### src/rtl/spi_obi_bridge.sv
// SPI mode-0 target that turns each SPI frame into one single-word OBI manager transaction.
// SPI pins are oversampled in the clk_i domain; no logic is clocked by SCLK.
module spi_obi_bridge #(
    parameter int unsigned           ADDR_WIDTH = 32,
    parameter int unsigned           DATA_WIDTH = 32,
    parameter logic [ADDR_WIDTH-1:0] BASE_ADDR  = '0
) (
    input  logic                    clk_i,
    input  logic                    rst_i,
    input  logic                    spi_ss_i,
    input  logic                    spi_sclk_i,
    input  logic                    spi_mosi_i,
    output logic                    spi_miso_o,
    output logic                    spi_miso_oe_o,
    output logic                    obi_req_o,
    input  logic                    obi_gnt_i,
    output logic [ADDR_WIDTH-1:0]   obi_addr_o,
    output logic                    obi_we_o,
    output logic [DATA_WIDTH/8-1:0] obi_be_o,
    output logic [DATA_WIDTH-1:0]   obi_wdata_o,
    input  logic                    obi_rvalid_i,
    input  logic [DATA_WIDTH-1:0]   obi_rdata_i,
    output logic                    rd_late_o,
    output logic                    drop_o
);
    typedef enum logic [1:0] {O_IDLE, O_REQ, O_RESP} obi_state_e;

    localparam logic [5:0] LAST_BIT  = 6'd48;
    localparam logic [5:0] CMD_BIT   = 6'd7;
    localparam logic [5:0] WR_BIT    = 6'd39;
    localparam logic [5:0] LOAD_BIT  = 6'd16;

    logic [1:0]            ss_sync_q, sclk_sync_q, mosi_sync_q;
    logic                  ss_prev_q, sclk_prev_q;
    logic [5:0]            cnt_q;
    logic [DATA_WIDTH-2:0] rx_q, tx_q;
    logic [7:0]            cmd_q;
    logic                  miso_q, rd_late_q, drop_q;
    logic [ADDR_WIDTH-1:0] addr_q;
    logic                  we_q;
    logic [DATA_WIDTH-1:0] wdata_q, rdata_q;
    logic                  rd_ready_q, rd_own_q;
    obi_state_e            state_q, state_d;

    logic                  active, ss_fall, sclk_rise, sclk_fall;
    logic [DATA_WIDTH-1:0] rx_next;
    logic [6:0]            offset;
    logic                  issue_rd, issue_wr, issue_req, obi_idle;

    assign active    = ~ss_sync_q[1];
    assign ss_fall   = ss_prev_q & ~ss_sync_q[1];
    assign sclk_rise = active & sclk_sync_q[1] & ~sclk_prev_q;
    assign sclk_fall = active & ~sclk_sync_q[1] & sclk_prev_q;
    assign rx_next   = {rx_q, mosi_sync_q[1]};
    // The first command bit sits in rx_q[6] when the 8th rise arrives.
    assign issue_rd  = sclk_rise && !ss_fall && cnt_q == CMD_BIT && !rx_q[6];
    assign issue_wr  = sclk_rise && !ss_fall && cnt_q == WR_BIT && cmd_q[7];
    assign issue_req = issue_rd | issue_wr;
    assign offset    = issue_rd ? rx_next[6:0] : cmd_q[6:0];
    assign obi_idle  = state_q == O_IDLE;

    assign spi_miso_o    = miso_q;
    assign spi_miso_oe_o = active;
    assign obi_addr_o    = addr_q;
    assign obi_we_o      = we_q;
    assign obi_be_o      = '1;
    assign obi_wdata_o   = wdata_q;
    assign rd_late_o     = rd_late_q;
    assign drop_o        = drop_q;

    always_ff @(posedge clk_i) begin
        if (rst_i) begin
            ss_sync_q   <= 2'b11;
            sclk_sync_q <= 2'b00;
            mosi_sync_q <= 2'b00;
            ss_prev_q   <= 1'b1;
            sclk_prev_q <= 1'b0;
        end else begin
            ss_sync_q   <= {ss_sync_q[0], spi_ss_i};
            sclk_sync_q <= {sclk_sync_q[0], spi_sclk_i};
            mosi_sync_q <= {mosi_sync_q[0], spi_mosi_i};
            ss_prev_q   <= ss_sync_q[1];
            sclk_prev_q <= sclk_sync_q[1];
        end
    end

    always_ff @(posedge clk_i) begin
        if (rst_i) begin
            cnt_q     <= '0;
            rx_q      <= '0;
            tx_q      <= '0;
            cmd_q     <= '0;
            miso_q    <= 1'b0;
            rd_late_q <= 1'b0;
        end else begin
            rd_late_q <= 1'b0;
            if (!active) begin
                cnt_q  <= '0;
                miso_q <= 1'b0;
            end else if (ss_fall) begin
                cnt_q  <= '0;
                rx_q   <= '0;
                miso_q <= 1'b0;
            end else begin
                if (sclk_rise && cnt_q != LAST_BIT) begin
                    cnt_q <= cnt_q + 6'd1;
                    rx_q  <= rx_next[DATA_WIDTH-2:0];
                    if (cnt_q == CMD_BIT) cmd_q <= rx_next[7:0];
                end
                if (sclk_fall) begin
                    if (cmd_q[7] || cnt_q < LOAD_BIT || cnt_q == LAST_BIT) begin
                        miso_q <= 1'b0;
                    end else if (cnt_q == LOAD_BIT) begin
                        tx_q      <= rd_ready_q ? rdata_q[DATA_WIDTH-2:0] : '1;
                        miso_q    <= rd_ready_q ? rdata_q[DATA_WIDTH-1] : 1'b1;
                        rd_late_q <= ~rd_ready_q;
                    end else begin
                        tx_q   <= {tx_q[DATA_WIDTH-3:0], 1'b0};
                        miso_q <= tx_q[DATA_WIDTH-2];
                    end
                end
            end
        end
    end

    always_ff @(posedge clk_i) begin
        if (rst_i) state_q <= O_IDLE;
        else       state_q <= state_d;
    end

    always_comb begin
        state_d = state_q;
        unique case (state_q)
            O_IDLE:  if (issue_req)    state_d = O_REQ;
            O_REQ:   if (obi_gnt_i)    state_d = O_RESP;
            O_RESP:  if (obi_rvalid_i) state_d = O_IDLE;
            default:                   state_d = O_IDLE;
        endcase
    end

    always_comb begin
        obi_req_o = (state_q == O_REQ);
    end

    always_ff @(posedge clk_i) begin
        if (rst_i) begin
            addr_q     <= '0;
            we_q       <= 1'b0;
            wdata_q    <= '0;
            rdata_q    <= '0;
            rd_ready_q <= 1'b0;
            rd_own_q   <= 1'b0;
            drop_q     <= 1'b0;
        end else begin
            drop_q <= issue_req & ~obi_idle;
            if (issue_req && obi_idle) begin
                addr_q   <= BASE_ADDR + ADDR_WIDTH'({offset, 2'b00});
                we_q     <= issue_wr;
                rd_own_q <= issue_rd;
                if (issue_wr) wdata_q <= rx_next;
            end
            if (state_q == O_RESP && obi_rvalid_i && !we_q) begin
                rd_own_q <= 1'b0;
                if (rd_own_q && active) begin
                    rd_ready_q <= 1'b1;
                    rdata_q    <= obi_rdata_i;
                end
            end
            // NOTE: later non-blocking assignments win, so these clears override the capture above.
            if (issue_rd) rd_ready_q <= 1'b0;
            if (!active) begin
                rd_ready_q <= 1'b0;
                rd_own_q   <= 1'b0;
            end
        end
    end
endmodule

### config.mk
export PLATFORM = sky130hd
export DESIGN_NAME = spi_obi_bridge
export DESIGN_NICKNAME = d
export VERILOG_FILES = /design/src/rtl/spi_obi_bridge.sv
export SDC_FILE = /design/constraint.sdc
export NUM_CORES = 1
export LEC_CHECK = 0
export CAP_MARGIN = 30
export CORE_ASPECT_RATIO = 1.5
export CORE_MARGIN = 3
export CORE_UTILIZATION = 52
export CTS_CLUSTER_SIZE = 25
export DETAILED_ROUTE_END_ITERATION = 6
export HOLD_SLACK_MARGIN = 0.05
export PLACE_DENSITY = 0.77
export SLEW_MARGIN = 10
export SYNTH_ARGS = -nofsm -noshare
export SYNTH_HDL_FRONTEND = slang
export SYNTH_SLANG_ARGS = --single-unit
export TNS_END_PERCENT = 50
### constraint.sdc
create_clock -name clk_i -period 2.6 [get_ports clk_i]
set_clock_uncertainty 0.1 [all_clocks]
set_input_delay 0.26 -clock clk_i [delete_from_list [all_inputs] [get_ports clk_i]]
set_output_delay 0.26 -clock clk_i [all_outputs]
set_load 0.005 [all_outputs]
# After elaboration in Yosys (flattened, before gate mapping)
# Cells that the tools add are included.
# word_totals
register_bits	163
input_bits	39
out_inout_bits	74
# classes
n_lt_le_gt_ge	1
n_eq_ne	10
mux	12
bitwise	16
n_reduce_logical	27
addsub	1
# ops
operator	n
$mux 31	4
$eq 6x6->1 const B	2
$logic_and 1x1->1	10
$not 1->1	9
$reduce_or 3->1	3
$reduce_and 4->1	2
$mux 7	1
$add 6x1->6 const B	1
$and 1x1->1	6
$eq 6x3->1 const B	1
$eq 6x5->1 const B	1
$lt 6x5->1 const B	1
$mux 2	3
$ne 6x6->1 const B	1
$pmux 2 s3	1
$reduce_and 2->1	3
$reduce_or 6->1	1
$ne 2x2->1 const B	2
$logic_not 1->1	3
$mux 1	3
$reduce_and 3->1	1
$eq 2x1->1 const B	1
$eq 2x2->1 const B	1
$logic_not 2->1	1
4 further kinds	5

# Logic depth before layout (Yosys ltp)
# Gate-level depths: netlist of run 1.
# logic_depth
depth_word	9
depth_mapped	8
ltp_nobuf	6

# Worst setup path after synthesis of run 1
# Ideal clock, no wire load.
# synth_path
kind	register to register
start	reg cnt_q[0]
end	reg rx_q[10]
path_stages_with_launch	9
path_slack_ps	725
synth_period_minus_slack_ps	1875
setup_time_ps	117
path_buffers	2
t_required_ps	2383
arrival_ps	1659
cell_sequence	dfxtp_1 inv_1 ha_1 and4bb_1 buf_2 a21oi_2 nor2_1 buf_2 a22o_1
# synth_via
elab_chain_cells	4
# synth_lines
element	line_no	rtl
start, declared	35	logic [5:0] cnt_q;
start signal, assigned	106	cnt_q <= cnt_q + 6'd1;
$ne 6x6->1	105	if (sclk_rise && cnt_q != LAST_BIT) begin
$logic_and 1x1->1	105	
$reduce_bool 2->1 (no source line)	n/a	
$reduce_and 2->1 (no source line)	n/a	
end signal, assigned	107	rx_q <= rx_next[DATA_WIDTH-2:0];
end, declared	36	logic [DATA_WIDTH-2:0] rx_q, tx_q;
# No other way between the ends.
# A chain may end at the register's enable or synchronous reset.

# Final worst setup path of run 1
# layout_path
start	reg cnt_q[1]
end	reg rd_late_q (netlist: rd_late_o)
# layout_via
elab_chain_cells	4
word_cells_on_any_way	7
classes_between	1 x order compare; 2 x eq/ne; 1 x bitwise; 3 x reduce/logical
# layout_lines
element	line_no	rtl
$lt 6x5->1	111	if (cmd_q[7] || cnt_q < LOAD_BIT || cnt_q == LAST_BIT) begin
$logic_or 1x1->1 (2 in a row)	111	
$reduce_or 6->1 (no source line) (*)	n/a	
end signal, assigned	116	rd_late_q <= ~rd_ready_q;
end, declared	38	logic miso_q, rd_late_q, drop_q;
# Mark *: on every way between the ends. The rest lies on a longest branch, timed or not.

==> reports/qor_table.md, run 1 <==
| Step | Quantity | Value |
| --- | --- | --- |
| yosys | Largest area contributor in the netlist | sky130_fd_sc_hd__dfxtp_1 |
| clocking | Hold-fix buffers at CTS | 0 |
| clocking | CTS clk-pin slew, worst paths | 0.06 ns |
| routing | Number of DRC violations after detailed-routing iteration 0 | 218 |
| pwr | Leakage power of the design | 2.59 nW |
| routing | Overall via count from detail_route | 5,140 |
| clocking | Setup Fix Bufs, Post-CTS | 0 |
| yosys | Largest family of logic cells by synthesized area | compound AO/OA/AOI/OAI gates |
| clocking | Number of CTS-inserted buffers | 17 |
| worst setup path | CP most frequent cell | sky130_fd_sc_hd__buf_4 |
| yosys | Flip-flop and latch count after synthesis | 163 |
| clocking | Number of cells upsized or downsized after cts | 0 |
| finish | Share of final-layout standard cells stronger than drive strength 1 | 9.38% |
| yosys | Cells taking the most area after synthesis | sky130_fd_sc_hd__dfxtp_1, sky130_fd_sc_hd__nand2_1, sky130_fd_sc_hd__a21oi_1 |
| finish | Final standard cell area without fillers | 7890 um^2 |
| sta | Maximum clock rate | 433 MHz |
| routing | First drt pass iteration count | 5 |
| yosys | Share of the yosys chip area belonging to registers | 50.5% |
| yosys | Area share of and/or/nand/nor cells after synthesis | 17.1% |
| yosys | Post-synthesis average cell area | 8.94 um^2 |
| sta | Final critical path time including I/O delays and setup | 2.31 ns |
| floorplan | Floorplan core area | 12,100 um^2 |
| routing | Vias per cell | 5.39 |
| global routing | Sum of overflow across all layers after global routing | 0 |
| yosys | Combined area of all synthesized cells | 6460 um^2 |
| clocking | CTS tree | done |
| global routing | Global-route wire length before repair | 24,900 um |
| worst setup path | Data arrival time of the worst path | 2.50 ns |
| yosys | Fraction of synthesized cell area taken by the top area cell type | 50.5% |
| worst setup path | Crit-path max cell delay | 0.37 ns |
| global routing | Largest net degree at the start of global routing | 73 |
| pwr | Power density normalized to cell area | 653 nW/um^2 |
| routing | Total length of routed wires | 14,500 um |
| floorplan | Width of the die | 97.0 um |
| yosys | Async set-reset flop share out of synthesis | 0% |
| yosys | Post-synthesis share of cell area spent on full adders, half adders and majority gates | 0.387% |
| placed design | Number of port buffers | 83 |
| worst setup path | CP max-delay cell | sky130_fd_sc_hd__buf_4 |
| sta | Count of endpoints failing setup in the final report | 0 |
| sta | Share of the cycle needed by the critical path after routing | 88.8% |
| floorplan | I/O pin cnt | 113 |
| yosys | Post-synthesis compound-gate area fraction | 19.5% |
| worst setup path | Required time at the endpoint of the critical path | 2.79 ns |
| sta | Post-Route Hold Slack | 0.137 ns |
| clocking | Clock latency on the worst-skew pair | 0.42 ns |
| floorplan | Die area | 13,800 um^2 |
| global routing | Number of antenna violations at the first check in global routing | 0 |
| yosys | Xor and xnor fraction of the mapped netlist area | 0.677% |
| global routing | GR Util met3 | 6.33% |
| floorplan | Initial core utilization | 53.5% |
| yosys | Distinct cell type count after synthesis | 53 |
| worst setup path | Worst Setup End Kind | register |
| yosys | Most frequently used cell type in the post-synthesis netlist | sky130_fd_sc_hd__dfxtp_1 |
| global routing | Most congested layer reported by global routing | met2 |
| floorplan | Row count | 49 |
| worst setup path | Cell Chain, Critical Path | inv_1 > ha_1 > and4bb_1 > buf_4 > and2_1 > buf_4 > nand2_1 > nor3_1 |
| hold path | Type of the worst min-delay path | primary input to register |
| yosys | Multiplexer fraction of the synthesized cell area | 2.48% |
| sta | Hold Violations, Final | 0 |
| clocking | CTS HTree Levels | 4 |
| finish | Inserted Diodes | 0 |
| placed design | Area post-placement | 7290 um^2 |
| global routing | Met1 Usage GRT | 24.6% |
| worst setup path | Kind of critical path | register to register |
| finish | Relative area change from synthesis to final layout | 22.0% |
| yosys | Number of cells produced by synthesis | 723 |
| floorplan | Chip Height | 143 um |
| clocking | CTS Root Cell | sky130_fd_sc_hd__clkbuf_16 |
| sta | Unrepaired setup endpoints after global routing | no |
| status | Status | finished, final reports clean |
| worst setup path | Critical Path Start Type | register |
| sta | Number of max-slew violations in the final report | 0 |
| pwr | VDD IR-drop max | 0.472 mV |
| routing | Routed len/inst | 15.3 um |
| global routing | Met2 GRT Util | 39.1% |
| yosys | Primary FF master, synth | sky130_fd_sc_hd__dfxtp_1 |
| yosys | Number of enable flip-flop cells after synthesis | 0 |
| clocking | Sinks on the clock net | 163 |
| global routing | Number of global-route vias before repair | 5,309 |
| placed design | GPL Wtd Cong | 0.830 |
| yosys | Cell types with the highest counts after synthesis | sky130_fd_sc_hd__dfxtp_1, sky130_fd_sc_hd__nand2_1, sky130_fd_sc_hd__a21oi_1, sky130_fd_sc_hd__inv_1, sky130_fd_sc_hd__nand4_1 |
| routing | Remaining routing DRC violations | 0 |
| sta | Relative slew slack | 49.9% |
| global routing | Aggregate global-route resource usage | 21.8% |
| worst setup path | Max FO, Critical Path | 36 |
| clocking | Clock Path Buffers | 2 |
| sta | Transition time of the tightest slew-check pin | 0.751 ns |
| job | Maximum Capacitance Violations | 0 |
| sta | Total Neg Setup Slack | 0 ns |
| placed design | Sum of net half-perimeters after detailed placement | 9560 um |
| routing | Antenna-violating nets left | 0 |
| finish | Nets@finish | 828 |
| yosys | Ys Warns | 0 |
## logic make-up (layout without fill, tap and decap cells)
family                     Yosys count  count (layout)
buffers and inverters              120             170
xor gates and xnor gates             5               5
and+or+nand+nor                    228             228
DFF                                163             163
AOI/OAI and AO/OA                  187             187
adders and majority gates            2               2
muxes                               16              16
other                                2              29
## stage by stage
step	std cells	setup WS [ns]	utilization, %	power, mW
after floorplan	750	0.725	-	2.65
after global routing	953	0.167	65.3	5.32
after global placement	920	0.471	60.1	2.68
after CTS	953	0.287	65.3	5.20
after detailed placement	921	0.346	60.3	2.69
final	953	0.291	65.3	5.15
## state kept, by name (all words and copies together) (netlist names)
register     flops
spi_miso_o       1
rd_own_q         1
obi_we_o         1
ss_sync_q        2
drop_o           1
ss_prev_q        1
sclk_prev_q      1
tx_q            31
cnt_q            6
obi_wdata_o     32
cmd_q            8
mosi_sync_q      2
rdata_q         32
state_q          2
sclk_sync_q      2
obi_addr_o       7
rd_ready_q       1
rd_late_o        1
rx_q            31
## worst max-delay path, delay by kind of cell (launching register included)
family        cells  cell delay (ns)
fa+ha+maj         1             0.14
buf+inv           3             0.73
flops             1             0.34
simple gates      4             0.85
## cell usage in the layout, fill, tap and decap left out, types with 16 or more instances in the layout
| cell | instances |
|---|---|
| sky130_fd_sc_hd__dfxtp_1 | 163 |
| sky130_fd_sc_hd__o2bb2ai_1 | 30 |
| sky130_fd_sc_hd__nand4_1 | 33 |
| sky130_fd_sc_hd__a21oi_1 | 79 |
| sky130_fd_sc_hd__nor2_1 | 19 |
| sky130_fd_sc_hd__o21ai_0 | 31 |
| sky130_fd_sc_hd__a22o_1 | 30 |
| sky130_fd_sc_hd__mux2i_1 | 16 |
| sky130_fd_sc_hd__buf_4 | 17 |
| sky130_fd_sc_hd__conb_1 | 29 |
| sky130_fd_sc_hd__clkdlybuf4s50_1 | 82 |
| sky130_fd_sc_hd__inv_1 | 36 |
| sky130_fd_sc_hd__nand2_1 | 131 |
| sky130_fd_sc_hd__clkbuf_16 | 17 |
## area by class of cell
type | instances | area (um^2)
Fill cell | 985 | 4190
Tap cell | 153 | 191
Timing Repair Buffer | 101 | 981
Multi-Input combinational cell | 467 | 2710
Clock inverter | 14 | 163
Clock buffer | 18 | 439
Sequential cell | 163 | 3260
Inverter | 37 | 139
## final timing paths
kind | startpoint | slack (ns) | depth (start not counted) | end
max reg2reg | cnt_q[1] | 0.29 | 8 | rd_late_o
min reg2reg | ss_sync_q[0] | 0.32 | 1 | ss_sync_q[1]
max | cnt_q[1] | 0.29 | 8 | rd_late_o
min | rst_i | 0.14 | 3 | rx_q[22]
## routing by layer
layer  part of all wire [%]  vias to the layer above
li1                       -                     2560
met1                     41                     2406
met2                     52                      152
met3                    4.8                       22
met4                    2.1                        0
met5                      0                        -
## where the power goes
part,total [mW],internal [mW],switching [mW]
registers,2.51,2.50,0.00505
logic,0.132,0.0655,0.0666
clock network,2.51,1.47,1.04
total,5.15,4.04,1.11
(Power assumes the default switching activity.)
==> run 2: changes to the inputs <==
--- a/config.mk
+++ b/config.mk
@@ -5,14 +5,14 @@
 export SDC_FILE = /design/constraint.sdc
 export NUM_CORES = 1
 export LEC_CHECK = 0
-export CAP_MARGIN = 30
+export CAP_MARGIN = 20
 export CORE_ASPECT_RATIO = 1.5
 export CORE_MARGIN = 3
-export CORE_UTILIZATION = 52
+export CORE_UTILIZATION = 45
 export CTS_CLUSTER_SIZE = 25
 export DETAILED_ROUTE_END_ITERATION = 6
 export HOLD_SLACK_MARGIN = 0.05
-export PLACE_DENSITY = 0.77
+export PLACE_DENSITY = 0.68
 export SLEW_MARGIN = 10
 export SYNTH_ARGS = -nofsm -noshare
 export SYNTH_HDL_FRONTEND = slang
==> run 2 against run 1 <==
Sequential share of layout area shrank 0.23 points. Wire length fell by 2.5%. Die area rose by 15%.
==> reports/qor_table.md, run 2 (synthesized netlist as in run 1, its figures left out) <==
| Step | Quantity | Value |
| --- | --- | --- |
| clocking | Clock latency on the worst-skew pair | 0.42 ns |
| floorplan | Width of the die | 104 um |
| clocking | Clock Path Buffers | 2 |
| finish | Area taken by flip-flops and latches | 3260 um^2 |
| pwr | Power, Total | 5.11 mW |
| pwr | Leakage power of the design | 2.60 nW |
| global routing | Largest net degree at the start of global routing | 63 |
| sta | Hold Violations, Final | 0 |
| sta | Share of the cycle needed by the critical path after routing | 85.2% |
| worst setup path | Number of cell instances on the worst register-to-register path | 7 |
| placed design | GPL Wtd Cong | 0.751 |
| sta | Number of max-slew violations in the final report | 0 |
| routing | Number of DRC violations after detailed-routing iteration 0 | 129 |
| floorplan | I/O pin cnt | 113 |
| finish | Relative area change from synthesis to final layout | 22.7% |
| finish | Nets@finish | 829 |
| sta | Relative slew slack | 56.6% |
| sta | Transition time of the tightest slew-check pin | 0.651 ns |
| global routing | Sum of overflow across all layers after global routing | 0 |
| clocking | Sinks on the clock net | 163 |
| clocking | CTS Root Cell | sky130_fd_sc_hd__clkbuf_16 |
| routing | Total length of routed wires | 14,200 um |
| sta | Maximum clock rate | 452 MHz |
| finish | Share of final-layout standard cells stronger than drive strength 1 | 9.36% |
| hold path | Hold Path Stages | 2 |
| routing | First drt pass iteration count | 4 |
| finish | Footprint of the multi-input gates | 2710 um^2 |
| floorplan | Row count | 53 |
| global routing | Aggregate global-route resource usage | 18.5% |
| global routing | Number of antenna violations at the first check in global routing | 0 |
| floorplan | Initial core utilization | 46.0% |
| placed design | Number of port buffers | 83 |
| routing | Antenna-violating nets left | 0 |
| finish | Most common cell after layout, fill and taps aside | sky130_fd_sc_hd__dfxtp_1 |
| floorplan | Chip Height | 153 um |
| sta | Post-Route Hold Slack | 0.0798 ns |
| job | Maximum Capacitance Violations | 0 |
| sta | Final critical path time including I/O delays and setup | 2.21 ns |
| clocking | CTS tree | done |
| routing | Routed len/inst | 14.3 um |
| pwr | VDD IR-drop max | 0.415 mV |
| worst setup path | Data arrival time of the worst path | 2.48 ns |
| pwr | Power density normalized to cell area | 645 nW/um^2 |
| routing | Overall via count from detail_route | 5,138 |
| floorplan | Floorplan core area | 14,100 um^2 |
| clocking | Number of cells upsized or downsized after cts | 0 |
| routing | Vias per cell | 5.17 |
| sta | Count of endpoints failing setup in the final report | 0 |
| worst setup path | Kind of critical path | register to register |
| hold path | Type of the worst min-delay path | primary input to register |
| finish | Fillers | 1,300 |
| status | Status | finished, final reports clean |
| clocking | Setup Fix Bufs, Post-CTS | 0 |
| floorplan | Die area | 15,900 um^2 |
| worst setup path | Max FO, Critical Path | 30 |
| sta | Unrepaired setup endpoints after global routing | no |
| finish | Inserted Diodes | 0 |
| placed design | Sum of net half-perimeters after detailed placement | 9550 um |
| clocking | CTS clk-pin slew, worst paths | 0.07 ns |
| worst setup path | Required time at the endpoint of the critical path | 2.87 ns |
| worst setup path | Worst Setup End Kind | register |
| finish | Leading cell types in the layout, fill and taps excluded | sky130_fd_sc_hd__dfxtp_1, sky130_fd_sc_hd__nand2_1, sky130_fd_sc_hd__clkdlybuf4s50_1 |
| clocking | Hold-fix buffers at CTS | 0 |
| worst setup path | Critical Path Start Type | register |
| global routing | Global-route wire length before repair | 24,700 um |
| clocking | CTS HTree Levels | 4 |
| sta | Total Neg Setup Slack | 0 ns |
| global routing | Number of global-route vias before repair | 5,328 |
| routing | Remaining routing DRC violations | 0 |
| clocking | Number of CTS-inserted buffers | 17 |
[run 2: worst paths after layout]
kind,start,endpoint,slack (ns)
worst max-delay path,cnt_q[0],rx_q[26],0.39
worst min-delay path,rst_i,sclk_prev_q,0.08
worst max register to register,cnt_q[0],rx_q[26],0.39
worst min register to register,ss_sync_q[0],ss_sync_q[1],0.32
[run 2: final cells by class]
class                           instances  area share, %
Clock inverter                         14           2.08
Tap cell                              192           3.03
Clock buffer                           18           5.41
Multi-Input combinational cell        467           34.2
Inverter                               37           1.75
Timing Repair Buffer                  102           12.4
Sequential cell                       163           41.1
[run 2: routing by layer]
layer  global-route usage [%]  vias to the layer above  part of all wire, %
met3                     4.92                       13                  4.6
met2                     33.3                       94                   52
li1                         -                     2561                    -
met4                     6.27                        0                 0.99
met5                        0                        -                    0
met1                     21.0                     2470                   43
[run 2: report_power, final]
group | internal, mW | switching (mW)
Combinational | 0.0637 | 0.0667
Clock | 1.37 | 1.10
Sequential | 2.50 | 0.00461
Total | 3.94 | 1.18
[run 2: worst max-delay path, stage by stage (launching register included)]
cell and delay [ns]:
sky130_fd_sc_hd__dfxtp_1 0.39, sky130_fd_sc_hd__inv_1 0.06, sky130_fd_sc_hd__ha_1 0.20, sky130_fd_sc_hd__and4bb_1 0.25, sky130_fd_sc_hd__buf_4 0.24, sky130_fd_sc_hd__a2111oi_4 0.36, sky130_fd_sc_hd__buf_4 0.36, sky130_fd_sc_hd__a22o_1 0.18
[run 2: metrics by stage]
| stage | area (um^2) | setup WS, ns | utilization (%) | std cells |
|---|---|---|---|---|
| detailed placement | 7320 | 0.263 | 52.1 | 960 |
| global route | 7930 | 0.254 | 56.4 | 993 |
| floorplan | 6570 | 0.725 | - | 750 |
| global placement | 7310 | 0.321 | 52.0 | 959 |
| finish | 7930 | 0.386 | 56.4 | 993 |
| CTS | 7920 | 0.248 | 56.3 | 992 |
==> run 3: changes to the inputs <==
--- a/config.mk
+++ b/config.mk
@@ -5,14 +5,16 @@
 export SDC_FILE = /design/constraint.sdc
 export NUM_CORES = 1
 export LEC_CHECK = 0
+export ABC_AREA = 1
 export CAP_MARGIN = 20
 export CORE_ASPECT_RATIO = 1.5
 export CORE_MARGIN = 3
 export CORE_UTILIZATION = 45
 export CTS_CLUSTER_SIZE = 25
 export DETAILED_ROUTE_END_ITERATION = 6
+export DONT_BUFFER_PORTS = 1
 export HOLD_SLACK_MARGIN = 0.05
-export PLACE_DENSITY = 0.68
+export PLACE_DENSITY = 0.58
 export SLEW_MARGIN = 10
 export SYNTH_ARGS = -nofsm -noshare
 export SYNTH_HDL_FRONTEND = slang
==> run 3 against run 2 <==
Global-route usage is 0.14 points lower. Synthesized cell count increased by 41%. Critical endpoint is now tx_q[9]. Largest cell class unchanged. Via count rose by 14%. Critical path depth rose by 3. Power up 2.9%. Sequential power is essentially flat. Wire length is 8.6% higher. First-iteration DRC count is 45% higher. Sequential share of layout area fell by 1.1 points.
==> reports/qor_table.md, run 3 <==
| Step | Quantity | Value |
| --- | --- | --- |
| clocking | CTS tree | done |
| clocking | Sinks on the clock net | 163 |
| clocking | CTS Root Cell | sky130_fd_sc_hd__clkbuf_16 |
| worst setup path | CP max-delay cell | sky130_fd_sc_hd__buf_4 |
| sta | Total Neg Setup Slack | 0 ns |
| pwr | VDD IR-drop max | 0.412 mV |
| placed design | Number of port buffers | 0 |
| routing | Antenna-violating nets left | 0 |
| sta | Relative slew slack | 36.5% |
| yosys | Cell types with the highest counts after synthesis | sky130_fd_sc_hd__nor2_1, sky130_fd_sc_hd__dfxtp_1, sky130_fd_sc_hd__nand2_1, sky130_fd_sc_hd__inv_1, sky130_fd_sc_hd__o21ai_0 |
| yosys | Number of enable flip-flop cells after synthesis | 0 |
| finish | Most common cell after layout, fill and taps aside | sky130_fd_sc_hd__nor2_1 |
| worst setup path | Kind of critical path | register to register |
| worst setup path | Number of cell instances on the worst register-to-register path | 10 |
| finish | Share of final-layout standard cells stronger than drive strength 1 | 7.93% |
| yosys | Async set-reset flop share out of synthesis | 0% |
| yosys | Number of cells produced by synthesis | 1,019 |
| floorplan | Chip Height | 161 um |
| routing | Routed len/inst | 12.4 um |
| routing | Remaining routing DRC violations | 0 |
| clocking | Clock latency on the worst-skew pair | 0.43 ns |
| global routing | Number of antenna violations at the first check in global routing | 0 |
| yosys | Share of the yosys chip area belonging to registers | 45.5% |
| pwr | Power density normalized to cell area | 646 nW/um^2 |
| placed design | GPL Wtd Cong | 0.771 |
| yosys | Distinct cell type count after synthesis | 33 |
| global routing | Global-route wire length before repair | 25,900 um |
| routing | Total length of routed wires | 15,400 um |
| floorplan | Width of the die | 109 um |
| worst setup path | Crit-path max cell delay | 0.48 ns |
| status | Status | finished, final reports clean |
| hold path | Hold Path Stages | 3 |
| global routing | Largest net degree at the start of global routing | 66 |
| clocking | Number of CTS-inserted buffers | 17 |
| worst setup path | Data arrival time of the worst path | 2.15 ns |
| finish | Relative area change from synthesis to final layout | 13.5% |
| routing | Vias per cell | 4.69 |
| worst setup path | Max FO, Critical Path | 61 |
| yosys | Largest area contributor in the netlist | sky130_fd_sc_hd__dfxtp_1 |
| finish | Nets@finish | 1,074 |
| routing | First drt pass iteration count | 4 |
| yosys | Fraction of synthesized cell area taken by the top area cell type | 45.5% |
| sta | Share of the cycle needed by the critical path after routing | 74.1% |
| sta | Count of endpoints failing setup in the final report | 0 |
| floorplan | Floorplan core area | 15,300 um^2 |
| worst setup path | Required time at the endpoint of the critical path | 2.82 ns |
| global routing | Aggregate global-route resource usage | 18.3% |
| sta | Hold Violations, Final | 0 |
| pwr | Power, Total | 5.26 mW |
| yosys | Primary FF master, synth | sky130_fd_sc_hd__dfxtp_1 |
| global routing | Number of global-route vias before repair | 5,618 |
| yosys | Ys Warns | 0 |
| placed design | Sum of net half-perimeters after detailed placement | 9780 um |
| worst setup path | Cell Chain, Critical Path | inv_1 > ha_1 > nand2_2 > nor2_4 > nand3_2 > nand3_4 > buf_4 > nand2_1 > nand2_1 > nor2_1 |
| yosys | Most frequently used cell type in the post-synthesis netlist | sky130_fd_sc_hd__nor2_1 |
| finish | Leading cell types in the layout, fill and taps excluded | sky130_fd_sc_hd__nor2_1, sky130_fd_sc_hd__dfxtp_1, sky130_fd_sc_hd__nand2_1 |
| global routing | Sum of overflow across all layers after global routing | 0 |
| worst setup path | Worst Setup End Kind | register |
| yosys | Combined area of all synthesized cells | 7180 um^2 |
| pwr | Leakage power of the design | 3.61 nW |
| sta | Maximum clock rate | 519 MHz |
| job | Maximum Capacitance Violations | 0 |
| clocking | Setup Fix Bufs, Post-CTS | 0 |
| sta | Final critical path time including I/O delays and setup | 1.93 ns |
| routing | Number of DRC violations after detailed-routing iteration 0 | 187 |
| clocking | Number of cells upsized or downsized after cts | 0 |
| yosys | Cells taking the most area after synthesis | sky130_fd_sc_hd__dfxtp_1, sky130_fd_sc_hd__nor2_1, sky130_fd_sc_hd__nand2_1 |
| floorplan | Initial core utilization | 46.8% |
| floorplan | Row count | 55 |
| worst setup path | CP most frequent cell | sky130_fd_sc_hd__nand2_1 |
| clocking | CTS clk-pin slew, worst paths | 0.07 ns |
| sta | Number of max-slew violations in the final report | 0 |
| clocking | Clock Path Buffers | 2 |
| worst setup path | Critical Path Start Type | register |
| yosys | Flip-flop and latch count after synthesis | 163 |
| finish | Inserted Diodes | 0 |
| sta | Unrepaired setup endpoints after global routing | no |
| hold path | Type of the worst min-delay path | primary input to register |
| routing | Overall via count from detail_route | 5,842 |
| clocking | CTS HTree Levels | 4 |
| sta | Transition time of the tightest slew-check pin | 0.949 ns |
| yosys | Post-synthesis average cell area | 7.04 um^2 |
| floorplan | Die area | 17,500 um^2 |
| floorplan | I/O pin cnt | 113 |
run 3: area by class of cell:
type / count / area (um^2)
clock inverters: 15 / 185
repair buffers: 53 / 546
flip-flops and latches: 163 / 3260
multi-input cells: 677 / 3030
fillers: 1537 / 7200
clock buffers: 17 / 425
inverters: 121 / 455
well taps: 199 / 249
run 3: report_power, final:
| part | leakage, nW | switching [mW] | internal (mW) |
|---|---|---|---|
| clock | 0.299 | 1.13 | 1.47 |
| combinational | 1.99 | 0.0879 | 0.0651 |
| sequential | 1.31 | 0.00502 | 2.50 |
| total | 3.61 | 1.23 | 4.03 |
run 3: what timing repair did:
| item | 4_1_cts | 5_1_grt |
|---|---|---|
| setup endpoints to repair | 0 | 0 |
| hold buffers | 39 | 0 |
| hold endpoints to repair | 64 | 0 |
run 3: cells by family after synthesis:
logic type / after synthesis / synth area share (%)
adders and majority gates: 2 / 0.349
xor gates and xnor gates: 1 / 0.122
DFF: 163 / 45.5
AOI/OAI and AO/OA: 189 / 13.4
buffers and inverters: 206 / 13.9
and+or+nand+nor: 456 / 26.7
other: 2 / 0.105
run 3: final timing paths:
path / slack, ns / from / to
worst max-delay path: 0.67 / cnt_q[0] / tx_q[9]
worst min-delay path: 0.13 / rst_i / obi_addr_o[4]
worst max register to register: 0.67 / cnt_q[0] / tx_q[9]
worst min register to register: 0.30 / mosi_sync_q[0] / mosi_sync_q[1]
run 3: through the flow:
stage / cells / cell area (um^2) / worst slack [ns] / util [%] / hold WS [ns]
2_1_floorplan: 1046 / 7280 / 1.02 / - / 0.264
3_3_place_gp: 1174 / 7150 / 0.694 / 46.6 / 0.229
3_5_place_dp: 1174 / 7150 / 0.659 / 46.6 / 0.229
4_1_cts: 1245 / 8150 / 0.638 / 53.1 / 0.126
5_1_grt: 1245 / 8150 / 0.432 / 53.1 / 0.154
6_report: 1245 / 8150 / 0.674 / 53.1 / 0.131
run 3: per-layer routing:
metal,track usage (%),vias up,wire length (um)
met2,32.7,88,7920
met5,0,-,0
met1,20.9,2600,6630
met3,3.90,20,590
li1,-,3134,-
met4,7.06,0,263
run 3: worst max-delay path: cells and delay by family (launching register included):
kind	cells	cell delay (ns)
and+or+nand+nor	7	0.66
buffers and inverters	2	0.57
adders and majority gates	1	0.16
DFF	1	0.33
==> RTL edit 1 (config.mk and constraints of run 2) <==
Compare `cnt_q` against `LAST_BIT` with >= in place of ==.
--- a/src/rtl/spi_obi_bridge.sv
+++ b/src/rtl/spi_obi_bridge.sv
@@ -110,3 +110,3 @@
                 if (sclk_fall) begin
-                    if (cmd_q[7] || cnt_q < LOAD_BIT || cnt_q == LAST_BIT) begin
+                    if (cmd_q[7] || cnt_q < LOAD_BIT || cnt_q >= LAST_BIT) begin
                         miso_q <= 1'b0;
Check against the original RTL: no difference found for any inputs over 10 cycles, from zero or initial values and one cycle with rst_i high; that may be too few to reach the edited logic, so the function may still have changed.
==> RTL edit 1 against run 2 <==
Worst setup slack gained 0.12 ns; critical path depth shrank 2; total power shrank 2.2%; routed wire length shrank 0.35%; area after synthesis shrank 1.5%; final area shrank 2.0%; sequential power is essentially flat; sequential cell count is the same; critical endpoint is now obi_addr_o[5].
==> RTL edit 1: results <==
[critical_path]
startpoint = ss_prev_q
cp_max_fo = 14
rrSetupSlack_ns = 0.50
cp_slowest_cell = or4b_4
r2r-end = obi_addr_o[5]

[min_path]
min_to = rdata_q[29]

[synthesis]
synth.distinct_cells = 45
ys_seq_area_share_pct = 51.2
yosys.area_share.adder_pct = 0.393
synth_compound_area_share_pct = 15.5
ys_top_cells_by_area = dfxtp_1, nand2_1, a21oi_1
avgSynthCellArea_um2 = 8.72

[sta]
timing.hold.ws_ns = 0.234
worst_pin_slew_ns = 0.949

[finish]
clk_share_pct = 7.21
fillers = 1252
instances_no_fill = 970
buffer_area_share_pct = 12.4
layout.nets = 836

[global_routing]
grt_use_total_pct = 18.5
grt_pass1_vias = 5080
grt_max_degree = 68

[placed_design]
dp.cells = 938
dp_slack_ns = 0.365

[pwr]
internal_power_mw = 3.83

[die]
core_area_um2 = 13700

[outcome]
status = finished clean

[detailed_routing]
drt_iter0_markers = 201
vias_per_cell = 5.31
==> RTL edit 1: cell count changes after synthesis, sizes merged, moves of 31 or more <==
cell / before / now
nand2: 131 / 173
nor2: 20 / 57
nand4: 33 / 2
nor3b: 2 / 33
==> RTL edit 1: logic make-up (layout without fill, tap and decap cells) <==
logic type,after synthesis,in the layout
other cells,2,29
mux,15,15
xor+xnor,5,5
flops,163,163
simple gates,311,311
fa+ha+maj,2,2
buf+inv,85,136
compound gates,147,147
==> RTL edit 1: critical path, delay by kind of cell, from the launching register on <==
family | cells | cell delay [ns]
AOI/OAI and AO/OA | 3 | 0.66
buffers and inverters | 1 | 0.27
DFF | 1 | 0.38
and+or+nand+nor | 1 | 0.63
==> RTL edit 1: metal layers <==
layer | up-vias | GRT usage (%) | wire, µm | share of wire, %
met5 | - | 0 | 0 | 0
met4 | 0 | 6.03 | 157 | 1.1
met3 | 11 | 4.86 | 668 | 4.7
met2 | 112 | 33.0 | 7380 | 52
met1 | 2466 | 21.1 | 5930 | 42
li1 | 2558 | - | - | -
==> RTL edit 2 (flow settings as in run 2) <==
Without the edit above. The parameter `ADDR_WIDTH` goes from 32 to 64.
--- a/src/rtl/spi_obi_bridge.sv
+++ b/src/rtl/spi_obi_bridge.sv
@@ -3,3 +3,3 @@
 module spi_obi_bridge #(
-    parameter int unsigned           ADDR_WIDTH = 32,
+    parameter int unsigned           ADDR_WIDTH = 64,
     parameter int unsigned           DATA_WIDTH = 32,
Ports: changed (resized obi_addr_o); port bits go from 113 to 145. No check against the original RTL was run, so the function may have changed too.
==> RTL edit 2 against run 2 <==
Count of clock-buffer cells in the layout up 2; total power up 0.17%; first-iteration DRC count increased by 80%; largest power group unchanged; worst setup slack worse by 0.12 ns; critical path type unchanged; final area is 1.1% higher; sequential share of layout area decreased by 0.46 points; critical endpoint is now obi_addr_o[3]; routed wire length up 2.4%; area after synthesis increased by 3.7%; worst hold slack improved by 0.076 ns; critical path depth down 2; sequential cell count unchanged.
==> RTL edit 2: results <==
[outcome]
status = finished clean

[clocking]
cts_resized = 0
clk_path_buf_depth = 2
cts_buffers = 17
postCtsSetupBuffers = 0
clk_latency_ns = 0.41
clk_pin_slew_ns = 0.06

[detailed_routing]
drt_iter0_markers = 232
first_pass_iters = 4
num_vias = 5146
wl_per_cell_um = 14.2

[global_routing]
grt_use_total_pct = 17.7
grt_max_degree = 51
overflow = 0
grt_pass1_wl_um = 24100
antenna_found_initial = 0

[placed_design]
dpl-instance-area_um2 = 7430
dp_hpwl_um = 9800
portBuffers = 83
place.gp.congestion = 0.769

[sta]
maxSlewHeadroom_pct = 61.8

[synthesis]
yosysWarningCount = 0
ys_seq_area_share_pct = 48.7
ys_top_cells_by_area = dfxtp_1, nand2_1, buf_4
synthTopCellsByCount = dfxtp_1, nand2_1, a21oi_1, buf_4, inv_1
ys_async_sr_fraction_pct = 0
synth-xor-area-share_pct = 0.653
yosys.area_share.adder_pct = 0.373
synth_compound_area_share_pct = 18.8
synth_mux_area_share_pct = 2.39
synth.distinct_cells = 53

[critical_path]
cp_max_fo = 9
crit_arrival_ns = 2.50

[finish]
layout.nets = 859
fillers = 1371
final_core_util_pct = 55.0
layout-drive-gt1-share_pct = 8.33
antennaDiodeCount = 0

[min_path]
hp-class = in -> reg

[pwr]
p_leak_nw = 2.67
ir_worst_vdd_mv = 0.428
-- RTL edit 2: cell count changes after synthesis --
cell / before / now
buf_4: 30 / 62
-- RTL edit 2: routing by layer --
metal / global-route usage, % / share of wire [%] / vias to the layer above
met3: 4.03 / 3.6 / 18
met5: 0 / 0 / -
met2: 32.6 / 54 / 122
met4: 6.23 / 1.6 / 0
met1: 19.9 / 41 / 2424
li1: - / - / 2582
-- RTL edit 2: through the flow --
stage,worst slack (ns),cells
after global placement,0.329,994
after global routing,0.123,1024
after detailed placement,0.252,994
after CTS,0.210,1023
final,0.270,1024
after floorplan,0.725,814
-- RTL edit 2: worst max-delay path, stage by stage (launching register included) --
cell and delay [ns]:
dfxtp_1 0.41, ha_1 0.25, nand4b_1 0.30, nor3_4 0.46, and2_0 0.55, a211oi_2 0.13
-- RTL edit 2: report_power, final --
part	leakage [nW]	switching, mW	internal (mW)
Clock	0.282	0.954	1.52
Combinational	1.08	0.0774	0.0626
Sequential	1.31	0.00487	2.50
-- RTL edit 2: final cells by class --
| cell class | count | share of cell area (%) |
|---|---|---|
| multi-input cells | 499 | 35.3 |
| clock buffers | 20 | 5.57 |
| well taps | 196 | 3.06 |
| clock inverters | 9 | 1.67 |
| repair buffers | 100 | 12.0 |
| inverters | 37 | 1.73 |
| flip-flops and latches | 163 | 40.7 |
-- RTL edit 2: path summary, 6_finish.rpt --
path | cells after the start | slack (ns) | end | start
setup / recovery | 5 | 0.27 | obi_addr_o[3] | cnt_q[0]
hold / removal | 3 | 0.16 | rx_q[22] | rst_i
setup reg to reg | 5 | 0.27 | obi_addr_o[3] | cnt_q[0]
hold reg to reg | 1 | 0.31 | ss_sync_q[1] | ss_sync_q[0]
-- RTL edit 2: cells by family (layout without fill, tap and decap cells) --
kind of cell	after synthesis	after routing
AO/OA/AOI/OAI	187	187
XOR/XNOR	5	5
adder cells (fa/ha/maj)	2	2
buffers and inverters	152	166
flip-flops	163	163
multiplexers	16	16
other	2	61
AND/OR/NAND/NOR	228	228
